File: src/rtl/dff_pipe_stage.sv
// One register slice of dff_pipe: a WIDTH-bit data register plus its valid bit.
// The top decides when the slice loads. A load with src_v=0 empties the slice
// but leaves the data register alone, so bubbles never disturb data.
module dff_pipe_stage #(
  parameter int               WIDTH     = 8,
  parameter logic [WIDTH-1:0] RESET_VAL = '0
) (
  input  logic             clk,
  input  logic             rst,
  input  logic             load,
  input  logic             src_v,
  input  logic [WIDTH-1:0] src_d,
  output logic             v,
  output logic [WIDTH-1:0] d
);

  // Valid follows the source whenever loading; data only captures real words.
  always_ff @(posedge clk) begin
    if (rst) begin
      v <= 1'b0;
      d <= RESET_VAL;
    end else if (load) begin
      v <= src_v;
      if (src_v) d <= src_d;
    end
  end

endmodule

File: src/rtl/dff_pipe.sv
// dff_pipe: WIDTH-bit, DEPTH-stage register pipeline with valid/ready on both
// ends. Stalls propagate backwards through a combinational ready chain, and
// empty stages in front of a stall keep filling (bubble collapse). A flush
// empties every stage in one edge without touching data; reset also restores
// the data registers. count tracks the number of occupied stages.
module dff_pipe #(
  parameter int               WIDTH     = 8,
  parameter int               DEPTH     = 3,
  parameter logic [WIDTH-1:0] RESET_VAL = '0
) (
  input  logic                       clk,
  input  logic                       rst,
  input  logic                       in_valid,
  output logic                       in_ready,
  input  logic [WIDTH-1:0]           in_data,
  input  logic                       flush,
  output logic                       out_valid,
  input  logic                       out_ready,
  output logic [WIDTH-1:0]           out_data,
  output logic [$clog2(DEPTH+1)-1:0] count
);

  localparam int CW = $clog2(DEPTH+1);

  // Stage state; index DEPTH-1 is the output stage.
  logic [DEPTH-1:0]            vld_pipe;
  logic [DEPTH-1:0][WIDTH-1:0] dat_pipe;

  // Per-stage source and load controls.
  logic [DEPTH-1:0]            src_v;
  logic [DEPTH-1:0][WIDTH-1:0] src_d;
  logic [DEPTH-1:0]            load;

  // rdy[i]: stage i may take a new value this cycle. rdy[DEPTH] is the consumer.
  logic [DEPTH:0]              rdy;

  logic                        in_xfer;
  logic                        out_xfer;
  logic [CW-1:0]               cnt;

  // Ready chain, walked from the output back to the input. A stage is ready if
  // it is empty or the stage ahead of it is ready; this is a DEPTH-long
  // combinational path by design, kept in one block so it evaluates in order.
  always_comb begin
    rdy        = '0;
    rdy[DEPTH] = out_ready;
    for (int i = DEPTH-1; i >= 0; i--) begin
      rdy[i] = !vld_pipe[i] || rdy[i+1];
    end
  end

  assign in_ready  = rdy[0] && !flush;
  assign out_valid = vld_pipe[DEPTH-1];
  assign out_data  = dat_pipe[DEPTH-1];

  assign in_xfer   = in_valid && in_ready;
  assign out_xfer  = out_valid && out_ready;

  // Stage array. Flush forces every stage to load a bubble, which clears all
  // valids in one edge while leaving the data registers untouched.
  for (genvar i = 0; i < DEPTH; i++) begin : g_stage
    if (i == 0) begin : g_head
      assign src_v[i] = in_valid && !flush;
      assign src_d[i] = in_data;
    end else begin : g_body
      assign src_v[i] = vld_pipe[i-1] && !flush;
      assign src_d[i] = dat_pipe[i-1];
    end

    assign load[i] = rdy[i] || flush;

    dff_pipe_stage #(
      .WIDTH     (WIDTH),
      .RESET_VAL (RESET_VAL)
    ) u_stage (
      .clk   (clk),
      .rst   (rst),
      .load  (load[i]),
      .src_v (src_v[i]),
      .src_d (src_d[i]),
      .v     (vld_pipe[i]),
      .d     (dat_pipe[i])
    );
  end

  // Occupancy: +1 on an input-only transfer, -1 on an output-only transfer.
  // A flush empties the pipe, so the count returns to zero with it.
  always_ff @(posedge clk) begin
    if (rst) begin
      cnt <= '0;
    end else if (flush) begin
      cnt <= '0;
    end else if (in_xfer && !out_xfer) begin
      cnt <= cnt + CW'(1);
    end else if (!in_xfer && out_xfer) begin
      cnt <= cnt - CW'(1);
    end
  end

  assign count = cnt;

endmodule
File: config.mk
export PLATFORM = sky130hd
export DESIGN_NAME = dff_pipe
export DESIGN_NICKNAME = d
export VERILOG_FILES = /design/src/rtl/dff_pipe_stage.sv /design/src/rtl/dff_pipe.sv
export SDC_FILE = /design/constraint.sdc
export NUM_CORES = 1
export LEC_CHECK = 0
export CORE_MARGIN = 2
export CORE_UTILIZATION = 46
export DETAILED_ROUTE_END_ITERATION = 16
export PLACE_DENSITY = 0.71
export SLEW_MARGIN = 10
export SYNTH_ARGS = -nofsm -noshare
export SYNTH_HDL_FRONTEND = slang
export SYNTH_HIERARCHICAL = 1
export SYNTH_SLANG_ARGS = --single-unit
File: constraint.sdc
create_clock -name clk -period 2.45 [get_ports clk]
set_input_delay 0.49 -clock clk [delete_from_list [all_inputs] [get_ports clk]]
set_output_delay 0.49 -clock clk [all_outputs]
set_load 0.005 [all_outputs]
Word level (Yosys, flattened, before mapping)
Cells that the tools add are included.

Bits in registers: 29. Input bits: 13. Output and inout port bits: 12. Logic and storage cells: 36.

Add/sub/neg operators: 2. Muxes and demuxes: 2. Reductions and logical operators: 25.

Operator list (number): $logic_and 1x1->1 (8); $logic_not 1->1 (6); $logic_or 1x1->1 (6); $reduce_and 2->1 (3); $mux 2 (2); $add 2x1->2 const B (1); $reduce_bool 2->1 (1); $reduce_or 2->1 (1); $sub 2x1->2 const B (1).

Longest topological paths before layout
Gate-level depths: netlist of the first run.

Word-level depth: 10. Depth in mapped cells: 6. Gate-level depth less buffers: 6.

Hierarchy
Netlist of the first run, hierarchy kept.

By module, submodules not included: dff_pipe_stage (times used 3, cells an instance 40, area an instance 404.1 sq um, sequential area each 180.2 sq um); dff_pipe (times used 1, cells an instance 20, area an instance 153.9 sq um, sequential area each 40.0 sq um).

Worst setup path before layout of the first run
No wires, ideal clock.

Kind: input to register. From: input port out_ready. To: register cnt[1], in the netlist count[1]. Library setup time: 86 ps. Data arrival time: 1703 ps. Required time: 2364 ps. Path slack: 661 ps. Stages: 5. Path buffers: 0. Cells stage by stage: nor2b_1 > a311oi_1 > ha_1 > or3_1 > a211oi_1.

Word-level cells in the longest chain between the ends: 8. Elaborated cells on any way between the ends: 12. Classes of those cells: mux: 1; reduce/logical: 11.

RTL lines: start, declared (line dff_pipe.sv:18) `input logic out_ready,`; $logic_or 1x1->1 (3 in series) (line dff_pipe.sv:48) `rdy[i] = !vld_pipe[i] || rdy[i+1];`; $logic_and 1x1->1 (line dff_pipe.sv:52) `assign in_ready = rdy[0] && !flush;`; $logic_and 1x1->1 (line dff_pipe.sv:56) `assign in_xfer = in_valid && in_ready;`; $logic_not 1->1 (line dff_pipe.sv:95) `end else if (!in_xfer && out_xfer) begin`; $logic_and 1x1->1 (line dff_pipe.sv:95); $reduce_bool 2->1 (no source line); end signal, assigned (line dff_pipe.sv:94) `cnt <= cnt + CW'(1);`; end signal, assigned (line dff_pipe.sv:96) `cnt <= cnt - CW'(1);`; end, declared (line dff_pipe.sv:39) `logic [CW-1:0] cnt;`.

Parallel ways exist; a longest one is shown, timed or not. A chain may end at the register's enable or synchronous reset.

Worst setup path after layout of the first run
From: input port out_ready. To: output port in_ready.

Word-level cells in the longest chain between the ends: 4.

RTL lines: $logic_or 1x1->1 (3 in series) (line dff_pipe.sv:48); $logic_and 1x1->1 (line dff_pipe.sv:52); end, declared (line dff_pipe.sv:14) `output logic in_ready,`.

Every way passes these cells.

==> results of run 1 <==
per-stage QoR:
stage	setup slack (ps)	hold slack, ps
floorplan	661	438
global placement	149	448
detailed placement	53.0	458
CTS	145	455
global route	53.7	484
finish	160	452
sequential cells by signal (all words and copies together), names as in the netlist:
register	flops
count	2
g_stage.u_stage/v	3
g_stage.u_stage/d	24
worst max-delay path by stage:
stage                                        to  slack (ps)  depth (start not counted)
after floorplan           count[1]$_SDFFE_PP0P_         660                          5
after global placement    count[1]$_SDFFE_PP0P_         150                          6
after detailed placement  count[1]$_SDFFE_PP0P_          50                          6
after CTS                              in_ready         150                          4
after global routing                   in_ready          50                          4
final                                  in_ready         160                          4
critical path: cells and delay by family:
kind / cells / cell delay (ps)
compound gates: 1 / 140
buf+inv: 2 / 870
simple gates: 1 / 300
cell usage in the layout, fill, tap and decap left out, drive strengths merged:
cell type      count
dfxtp             29
nand3             25
clkdlybuf4s50     24
a21bo             24
a21oi             24
clkbuf             7
buf                5
nor2               4
nor2b              3
mux2i              3
nand2              2
xor2               2
a31oi              1
inv                1
a311oi             1
nand2b             1
nor3               1
o21ai              1
or3                1
a211oi             1
ha                 1
clkinv             1
per-layer routing:
layer  wire, µm  vias to the layer above
met2       1140                       24
met1       1130                      480
met3        112                        2
li1           -                      538
met4         16                        0
met5          0                        -
logic make-up after synthesis:
logic type                 Yosys count
buffers and inverters               16
AOI/OAI and AO/OA                   52
adders and majority gates            1
muxes                                3
DFF                                 29
and+or+nand+nor                     37
xor gates and xnor gates             2
cell type report:
type	count	share of cell area, %
clock buffers	7	4.03
clock inverters	1	0.310
inverters	1	0.233
multi-input cells	95	39.8
flip-flops and latches	29	36.0
well taps	31	2.40
repair buffers	29	17.2
power by group:
part / total (mW) / internal, mW / switching [mW]
Clock: 0.324 / 0.166 / 0.158
Combinational: 0.0668 / 0.0382 / 0.0286
Sequential: 0.485 / 0.480 / 0.00539
Total: 0.876 / 0.684 / 0.191
==> results.txt, run 1 <==
In this run, synthesis inferred 0 flip-flops with an integrated enable. The most frequent cell after synthesis was sky130_fd_sc_hd__dfxtp_1. For this design, the CTS-stage hold fixing added 0 buffers. The run gives 0 as the initial antenna violation count.

The number of input and output port buffers inserted came out at 24. TritonCTS built the clock tree. The clock transition at the registers of the reported paths is 90 ps, and the average cell area after synthesis is 9.76 µm².

The xor and xnor fraction of the mapped netlist area was 1.28%. The number of hold violations in the final report is 0, and the length of the first detailed-routing pass in iterations is 4. The worst hold path passes through 2 cells. Max-cap violations in this run came to 0. The worst reg2reg path endpoint is count[1]$_SDFFE_PP0P_. The completed layout was analyzed and its total power is 0.876 mW. The most numerous cell type found on the critical path is sky130_fd_sc_hd__clkdlybuf4s50_1.

Headroom to the max-slew limit came out at 60.2%. Share of synthesized area spent on multiplexers: 2.20%. The worst stage delay on the critical path is 450 ps. Counting instances in the post-synthesis netlist gives the leading cell types as sky130_fd_sc_hd__dfxtp_1 (29), sky130_fd_sc_hd__nand3_1 (25), sky130_fd_sc_hd__a21bo_2 (21), sky130_fd_sc_hd__a21oi_1 (21), sky130_fd_sc_hd__buf_6 (6). TritonCTS created 5 clock buffers. Post-CTS timing repair inserted 0 buffers for setup. Setup repair after global routing left no endpoint under its margin. The tools report the placed cell count as 185.

The tools report the total I/O pin count as 25. Static timing analysis puts the maximum clock frequency at 437 MHz. For the met3 usage, the log shows 4.62%. The final cell utilization of the core is 58.0%. Fill cell instance count of the final layout: 262. The setup-violating endpoint count in the final report was 0. For the required time of the worst setup path, the log shows 1960 ps.

Counting distinct cell types in the post-synthesis netlist gives 24. Of the total synthesized cell area, the portion taken by AND, OR, NAND and NOR gates is 13.5%. In the synthesized netlist the async set-or-reset flop fraction comes to 0%.

The nature of the critical path endpoint was a primary output. The first global-routing pass estimated 4.17 mm of wire. The critical path class is input pin to primary output. The finished cells cover 1610 µm². In this run the most critical hold path is launched from g_stage[0].u_stage/d[7]$_SDFFE_PP0P_. Using the TritonRoute via totals, the vias-per-cell ratio works out to 5.41. The largest area contributor in the synthesized netlist was sky130_fd_sc_hd__dfxtp_1. The run gives 175 as the number of nets in the layout.

Dominant synthesized flop cell: sky130_fd_sc_hd__dfxtp_1. For this design the ratio of total power to cell area is 543 nW/µm². The area of the die came out at 3420 µm². In this run the worst setup path begins at out_ready.

Global routing consumed, over all layers together, 15.9% of the routing resources. Via count of the first global-routing pass: 949. After the flow finishes, the layout carries non-filler instances totaling 193. Initial cell density of the core: 49.1%. The floorplan step set the die width to 58.5 µm. Compared with the post-synthesis result, the final layout area differs by 18.1%.

For the post-route DRC violation count, the log shows 0. Area used by multi-input combinational logic: 643 µm². Global routing finished with a remaining overflow of 0. Across the VDD grid, the largest voltage drop is 0.411 mV. The post-synthesis share of cell area spent on full adders, half adders and majority gates is 0.916%. Synthesis-stage register bit count: 29. The slew at the pin closest to its max-slew limit is 598 ps, and the global-route met1 utilization is 19.5%. Summed over all layers, the routed wires come to 2.40 mm. The insertion delay of the later-clocked pin in the worst-skew pair was 310 ps; the standby leakage power was 0.601 nW.

The tools report the worst flop-to-flop path startpoint as g_stage[2].u_stage/v$_SDFFE_PP0P_. Among all stages on the critical path, the largest delay is contributed by sky130_fd_sc_hd__clkdlybuf4s50_1. The H-tree generated during clock tree synthesis spans 2 levels. In this run the cell area measured after placement is 1540 µm². The largest fanout on the critical path is 5. The floorplan step defined a core boundary enclosing 2780 µm². The worst setup path is launched from an input pin. The initial detailed-routing violation count came out at 34. The congestion estimate from routability-driven global placement came to 0.827. The Yosys step of the flow raised 6 warnings. The run gives 154 as the synthesized netlist net count. Counting cells, the worst reg-to-reg path comes to 5.

For the number of clock sinks seen by CTS, the log shows 29. The run finished with clean final reports. By area, the combinational part of the netlist is dominated by compound AO/OA/AOI/OAI gates. The top cell type's share of synthesized area was 42.5%. The layer flagged by global routing as most heavily used is met2.

The run gives 1.61 mm as the HPWL after detailed placement. In this run the clock root is driven by a sky130_fd_sc_hd__clkbuf_4. The met2 usage was 25.5%. Final setup TNS: 0 ps. In the post-synthesis netlist, the biggest area contributors are sky130_fd_sc_hd__dfxtp_1 (42%), sky130_fd_sc_hd__a21bo_2 (15%), sky130_fd_sc_hd__nand3_1 (9.2%). Of the available clock period, the critical path in the final layout requires 93.5%. Largest net degree at the start of global routing: 30. In the synthesized netlist, the number of instances is 140.

In this run the cell area of the synthesized design comes to 1370 µm². Summing the areas of all compound-gate instances in the mapped netlist gives 29.2% of the synthesized area. For flop-to-flop paths, the worst setup slack is 570 ps. The path class of the lowest-slack min-delay path is flop to flop.

For the number of buffers on the longest clock path, the log shows 2. The sink of the worst hold path was g_stage[1].u_stage/d[7]$_SDFFE_PP0P_. Traced cell by cell, the critical path runs through clkdlybuf4s50_1, nor2b_1, a31oi_1, clkdlybuf4s50_1. The initialized floorplan defines 19 standard-cell rows. On the final layout, the worst clock skew is 11.9 ps.

The post-layout minimum cycle time is 2290 ps, and the via count of the routed design is 1044. Across the whole layout, storage elements account for 581 µm². The chip height was 58.5 µm; the worst path arrival time was 1800 ps. In this run the remaining antenna-violating nets after routing total 0. In this run, post-CTS repair resized a total of 0 instances.

The share of final-layout standard cells stronger than drive strength 1 was 22.8%. Antenna diode count: 0. The count of final max-slew check failures is 0, and the mean routed wirelength per cell is 12.4 µm. For this run, the register share of the synthesized area comes to 42.5%.
Note: power is estimated with default switching activity, not from simulation.
==> run 2, diff against run 1 <==
- CTS_CLUSTER_DIAMETER: unset -> 120
- SLEW_MARGIN: 10 -> unset
==> results of run 2 <==
Same layout as run 1: the final DEF is identical, and so are final timing and power.
